**config.mk**
```make
export PLATFORM = sky130hd
export DESIGN_NAME = demux_1x8_4bit_reg
export DESIGN_NICKNAME = d
export VERILOG_FILES = /design/src/rtl/demux_1x8_4bit_reg.sv
export SDC_FILE = /design/constraint.sdc
export NUM_CORES = 1
export LEC_CHECK = 0
export ABC_AREA = 1
export BUFFER_PORTS_ARGS = -buffer_cell sky130_fd_sc_hd__clkbuf_2
export CORE_ASPECT_RATIO = 0.5
export CORE_MARGIN = 4
export CORE_UTILIZATION = 58
export CTS_BUF_LIST = sky130_fd_sc_hd__clkbuf_8
export DETAILED_ROUTE_END_ITERATION = 10
export GPL_ROUTABILITY_DRIVEN = 0
export GPL_TIMING_DRIVEN = 0
export PLACE_DENSITY = 0.87
export SYNTH_ARGS = -nofsm -noshare
export SYNTH_HDL_FRONTEND = slang
export SYNTH_SLANG_ARGS = --single-unit
```
**constraint.sdc**
```tcl
create_clock -name clk -period 3.24 [get_ports clk]
set_input_delay 0.324 -clock clk [delete_from_list [all_inputs] [get_ports clk]]
set_output_delay 0.324 -clock clk [all_outputs]
set_load 0.01 [all_outputs]
```
**src/rtl/demux_1x8_4bit_reg.sv**
```systemverilog
// demux_1x8_4bit_reg
//   Registered 1-to-8 demultiplexer. A write (wr_en while ready) loads din
//   into the output register chosen by sel and is confirmed by a one-cycle
//   wr_ack pulse on the following cycle. A clr_all request starts an
//   eight-cycle sweep that zeroes O0..O7 one per clock, in index order.
//   Writes are refused (ready low) while the sweep runs.
//
// Optional feature:
//   DEMUX_STROBE_EN  adds the strb output, a registered one-hot of the
//                    index written, high only in the wr_ack cycle.
//
// Ports:
//   clk      in   sole clock, rising edge
//   rst      in   asynchronous, active-high reset
//   wr_en    in   write request, qualified by ready
//   sel      in   [2:0] destination index
//   din      in   [WIDTH-1:0] write data
//   clr_all  in   request a zeroing sweep of all eight registers
//   ready    out  write accepted this cycle (combinational)
//   wr_ack   out  one-cycle pulse after each accepted write
//   O0..O7   out  [WIDTH-1:0] registered destination values
//   strb     out  [7:0] per-destination update strobe (DEMUX_STROBE_EN only)

module demux_1x8_4bit_reg #(
  parameter int WIDTH = 4
) (
  input  logic             clk,
  input  logic             rst,
  input  logic             wr_en,
  input  logic [2:0]       sel,
  input  logic [WIDTH-1:0] din,
  input  logic             clr_all,
  output logic             ready,
  output logic             wr_ack,
  output logic [WIDTH-1:0] O0,
  output logic [WIDTH-1:0] O1,
  output logic [WIDTH-1:0] O2,
  output logic [WIDTH-1:0] O3,
  output logic [WIDTH-1:0] O4,
  output logic [WIDTH-1:0] O5,
  output logic [WIDTH-1:0] O6,
  output logic [WIDTH-1:0] O7
`ifdef DEMUX_STROBE_EN
  ,
  output logic [7:0]       strb
`endif
);

  typedef enum logic {
    IDLE  = 1'b0,
    CLEAR = 1'b1
  } state_t;

  state_t           state;
  state_t           state_nxt;
  logic [2:0]       cnt;
  logic [2:0]       cnt_nxt;
  logic [WIDTH-1:0] regs [8];
  logic             wr_go;

  // clr_all in IDLE drops ready in the same cycle, which is what gives the
  // clear request priority over a simultaneous write.
  assign ready = (state == IDLE) && !clr_all;
  assign wr_go = wr_en && ready;

  // NOTE: every variable gets a default before the case so no latch is inferred.
  always_comb begin
    state_nxt = state;
    cnt_nxt   = cnt;
    unique case (state)
      IDLE: begin
        if (clr_all) begin
          state_nxt = CLEAR;
          cnt_nxt   = 3'd0;
        end
      end
      CLEAR: begin
        // cnt wraps 7 -> 0 on the final sweep edge, ready for the next sweep.
        cnt_nxt = cnt + 3'd1;
        if (cnt == 3'd7) begin
          state_nxt = IDLE;
        end
      end
      default: begin
        state_nxt = IDLE;
        cnt_nxt   = 3'd0;
      end
    endcase
  end

  // NOTE: sequential state uses non-blocking assignments so every flop samples pre-edge values.
  always_ff @(posedge clk or posedge rst) begin
    if (rst) begin
      state <= IDLE;
      cnt   <= 3'd0;
    end else begin
      state <= state_nxt;
      cnt   <= cnt_nxt;
    end
  end

  // NOTE: the register file is reset explicitly because outputs must read 0
  // during and after reset; it is only eight small words of flops.
  always_ff @(posedge clk or posedge rst) begin
    if (rst) begin
      for (int i = 0; i < 8; i++) begin
        regs[i] <= '0;
      end
    end else if (state == CLEAR) begin
      regs[cnt] <= '0;
    end else if (wr_go) begin
      regs[sel] <= din;
    end
  end

  always_ff @(posedge clk or posedge rst) begin
    if (rst) begin
      wr_ack <= 1'b0;
    end else begin
      wr_ack <= wr_go;
    end
  end

`ifdef DEMUX_STROBE_EN
  // Registered alongside wr_ack so the strobe lines up with the acknowledge.
  always_ff @(posedge clk or posedge rst) begin
    if (rst) begin
      strb <= 8'd0;
    end else if (wr_go) begin
      strb <= 8'd1 << sel;
    end else begin
      strb <= 8'd0;
    end
  end
`endif

  assign O0 = regs[0];
  assign O1 = regs[1];
  assign O2 = regs[2];
  assign O3 = regs[3];
  assign O4 = regs[4];
  assign O5 = regs[5];
  assign O6 = regs[6];
  assign O7 = regs[7];

endmodule

```
---- Word level (Yosys, flattened, before mapping) ----
Cells that the tools add are included.
word-level totals
  output and inout port bits .............. 34
  input bits .............................. 11
  register bits after elaboration ......... 37
  word-level logic and storage cells ...... 41
operators by class
  reductions and logical operators ........ 6
  magnitude comparators ................... 4
  bitwise logic cells ..................... 5
  muxes and demuxes ....................... 12
  eq/ne operators ......................... 2
  $add $sub $neg .......................... 1
operators with widths
  kind                                                        count
  two-way mux 32 bit                                          2
  bitwise AND 32 bit                                          1
  bitwise mux 32 bit                                          1
  inverter 32 bit                                             1
  demux 4 bit (select 3 bit)                                  2
  >= comparator 4 bit, second input constant                  2
  less-than comparator 4 x 1 -> 1 bit, second input constant  2
  two-way mux 4 bit                                           2
  inverter 3 -> 4 bit                                         2
  one-hot mux 3 bit (2 select lines)                          1
  logical AND 1 bit                                           4
  adder 3 x 1 -> 3 bit, second input constant                 1
  == test 3 bit, second input constant                        1
  two-way mux 3 bit                                           1
  two-way mux 1 bit                                           2
  inequality test 2 bit, second input constant                1
  one-hot mux 1 bit (2 select lines)                          1
  nonzero test 2 bit                                          1
  zero test 1 bit                                             1
  inverter 1 bit                                              1

---- Longest topological paths before layout ----
  word-level depth ........................ 8
  depth in mapped cells ................... 7
  depth with buffers taken out ............ 7

---- Least setup slack after synthesis ----
No wires, ideal clock.
  path kind ............................... register to register
  from .................................... register state
  to ...................................... register regs (netlist bit O0[0])
  setup time .............................. 118 ps
  clock period less this slack ............ 1181 ps
  arrival ................................. 1063 ps
  stages on the path, launching flop included .. 7
  data required time ...................... 3122 ps
  path slack .............................. 2059 ps
  cells stage by stage .................... dfrtp_1 nor2_4 nand2_2 inv_2 nand2_1 nand3_1 nand2_1
on the way
  word-level cells in the longest chain between the ends .. 4
  elaborated cells between the ends (all ways) .. 5
  classes of those cells .................. mux (1); bitwise (1); reduce/logical (3)
RTL lines
  item                            line  source
  start: declaration              54    state_t state;
  start signal: assignment        97    state <= state_nxt;
  inverter 1 bit                  --
  logical AND 1 bit               63    assign ready = (state == IDLE) && !clr_all;
  via ready                       33    output logic ready,
  logical AND 1 bit               64    assign wr_go = wr_en && ready;
  via wr_go                       59    logic wr_go;
  nonzero test 2 bit (no line)    --
  end signal: indexed assignment  112   regs[sel] <= din;
  end: declaration                58    logic [WIDTH-1:0] regs [8];
The timed path passes the listed nets, and every way through them passes these cells.
A chain may end at the register's enable or synchronous reset.

---- Worst setup path in the final report ----
  from .................................... register state
  to ...................................... register regs (netlist bit O4[3])
on the way
  word-level cells in the longest chain between the ends .. 4
  elaborated cells between the ends (all ways) .. 5
  classes of those cells .................. mux (1); bitwise (1); reduce/logical (3)
RTL lines
  item                          line
  inverter 1 bit                --
  logical AND 1 bit             63
  logical AND 1 bit             64
  via wr_go                     59
  nonzero test 2 bit (no line)  --
The timed path passes the listed nets, and every way through them passes these cells.

==> results.cfg <==
[clocking]
postCtsHoldBufs = 0
path_clk_slew_ns = 0.07
cts_buffers = 5
clock-sinks = 37
ctsResizeCount = 0
post_cts_buffers = 0
htree_levels = 2
clockRootBuffer = clkbuf_8
clock_path_buffers = 2
clk_latency_ns = 0.29
cts_tree = yes

[cells_and_area]
layout_common_cells = nand2_1 (92), clkbuf_2 (39), dfrtp_1 (37), nand3_1 (36), nor2_1 (18)
final_core_util = 0.742
layout_commonest_cell = nand2_1
area_delta_synth_final_pct = 18.9
n_fill_cell = 212
drive_gt1_frac = 0.195
diodes = 0
nets = 271

[worst_setup_path]
crit_start = state
rr_endpoint = O4[3]
reg2reg_depth = 6
cpMostUsedCell = nand2_1
cpPeakStageDelay_ns = 0.46
cp-start-kind = flip-flop
r2r_slack_ns = 1.84
critPathArrivalTime_ns = 1.58
cp_max_fo = 9
crit_path_end_kind = flip-flop
cp_cell_sequence = nor2_4, nand2_2, inv_2, nand2_1, nand3_1, nand2_1
crit_required_ns = 3.42
r2r_start = state
critical_path_depth = 6
cpLargestDelayFamily = simple AND/OR/NAND/NOR gates
crit_type = reg2reg
crit_end = O4[3]
slowest_stage = dfrtp_1
path_buf_inv = 1

[power_and_ir_drop]
ir_drop_uv = 348
p_leak_nw = 1.18
power_density_nw_per_um2 = 641

[synthesis]
synthesis.nets = 225
ys_ff_latch = 37
yosys.area_share.simple = 0.367
syn_inst = 212
avgSynthCellArea_sq_um = 7.85
syn_area_sq_um = 1660
synth-xor-area-share = 0
ys_warn_count = 0
synthTopCellsByArea = dfrtp_1 (56%), nand2_1 (21%), nand3_1 (11%)
synthMuxAreaShare = 0
synth_top_family_by_area = simple AND/OR/NAND/NOR gates
yosysSeqAreaShare = 0.556
synth_cell_types = 13
synth_adder_area_share = 0.0150
synth-compound-area-share = 0.0120
yosys.area.top_type = dfrtp_1
synth_top_cell_area_share = 0.556

[route]
vias = 1539
drtIter0Drc = 168
wl_per_cell_um = 13.8
wirelength_mm = 4.07
drc_errors = 0
dr.pass1.iters = 4
antenna_left = 0
viasPerCell = 5.23

[global_route]
grtUsageTotal = 0.235
overflow = 0
grt_max_degree = 38
grt_pass1_vias = 1484
antenna_found_initial = 0
grt_first_pass_wirelength_mm = 6.78

[die]
die_x_um = 83.8
fp.coreArea_sq_um = 2670
die-area_sq_um = 3840
die-height_um = 45.9
ios = 45
rows = 13
start_util = 0.624

[sta]
hold_ws_ns = 0.140
fin_crit_sh = 0.431
setup_slack_ns = 1.84
finalCriticalPeriod_ns = 1.40
setup_viol = 0
setup_tns_ns = 0
fin_worst_skew_ns = 0.00141
worstMarginPinSlew_ns = 0.748
rsz0062_at_grt = no
hold_viol = 0
relSlewSlack = 0.501
drv_slew = 0
fmax_ghz = 0.715

[placed_design]
hpwl_mm = 2.99
dp_slack_ns = 1.63
portBuffers = 39

[run_status]
status = complete, no violations

[job]
cap_viol_max_count = 0

[min_path]
hold_path.class = in2async
## worst reg2reg max path: stages, from the launching register on
cell	delay, ns
dfrtp_1	0.46
nor2_4	0.17
nand2_2	0.17
inv_2	0.19
nand2_1	0.14
nand3_1	0.09
nand2_1	0.07
## report_power, final
part           internal [mW]  leakage (nW)  switching (mW)
sequential             0.543         0.504          0.0709
clock                  0.141        0.0399           0.156
combinational          0.119         0.639           0.239
total                  0.804          1.18           0.465
## Yosys cell counts, drive strengths merged
| cell | instances |
|---|---|
| a21oi | 1 |
| buf | 5 |
| dfrtp | 37 |
| ha | 2 |
| inv | 16 |
| nand2 | 93 |
| nand3 | 36 |
| nor2 | 19 |
| o21ai | 3 |
## area by class of cell
cell class / count / area (sq um) / share of cell area
Clock buffer: 5 / 68.8 / 0.0348
Clock inverter: 1 / 5.00 / 0.00253
Buffer: 5 / 22.5 / 0.0114
Inverter: 16 / 60.1 / 0.0303
Sequential cell: 37 / 926 / 0.468
Multi-Input combinational cell: 154 / 656 / 0.331
Tap cell: 37 / 46.3 / 0.0234
Timing Repair Buffer: 39 / 195 / 0.0986
## how the worst min path moves through the flow
| stage | from | to | slack (ns) |
|---|---|---|---|
| detailed placement | O2[2] | O2[2] | 0.49 |
| CTS | clr_all | state | 0.33 |
| floorplan | clr_all | state | 0.49 |
| finish | rst | O1[1] | 0.14 |
| global placement | O4[2] | O4[2] | 0.48 |
| global route | rst | O1[1] | 0.22 |
## sequential cells by signal (all words and copies together) (netlist names)
register,cells
O4,4
O3,4
O5,4
O1,4
state,1
cnt,3
wr_ack,1
O7,4
O2,4
O0,4
O6,4
## cells by family after synthesis
logic type / after synthesis
buffers and inverters: 21
AO/OA/AOI/OAI: 4
adder cells (fa/ha/maj): 2
AND/OR/NAND/NOR: 148
flip-flops: 37
## routing by layer
layer | vias up | GRT usage | routed length, um
met5 | - | 0 | 0
met3 | 14 | 0.0794 | 345
met1 | 699 | 0.293 | 1790
met2 | 69 | 0.363 | 1820
li1 | 757 | - | -
met4 | 0 | 0.151 | 112
## per-stage QoR
| stage | area, sq um | total power, mW | instances |
|---|---|---|---|
| global placement | 1910 | 0.951 | 288 |
| CTS | 1980 | 1.27 | 294 |
| floorplan | 1660 | 0.836 | 212 |
| global route | 1980 | 1.35 | 294 |
| detailed placement | 1910 | 0.976 | 288 |
| finish | 1980 | 1.27 | 294 |
Power figures use the tool's default switching activity.
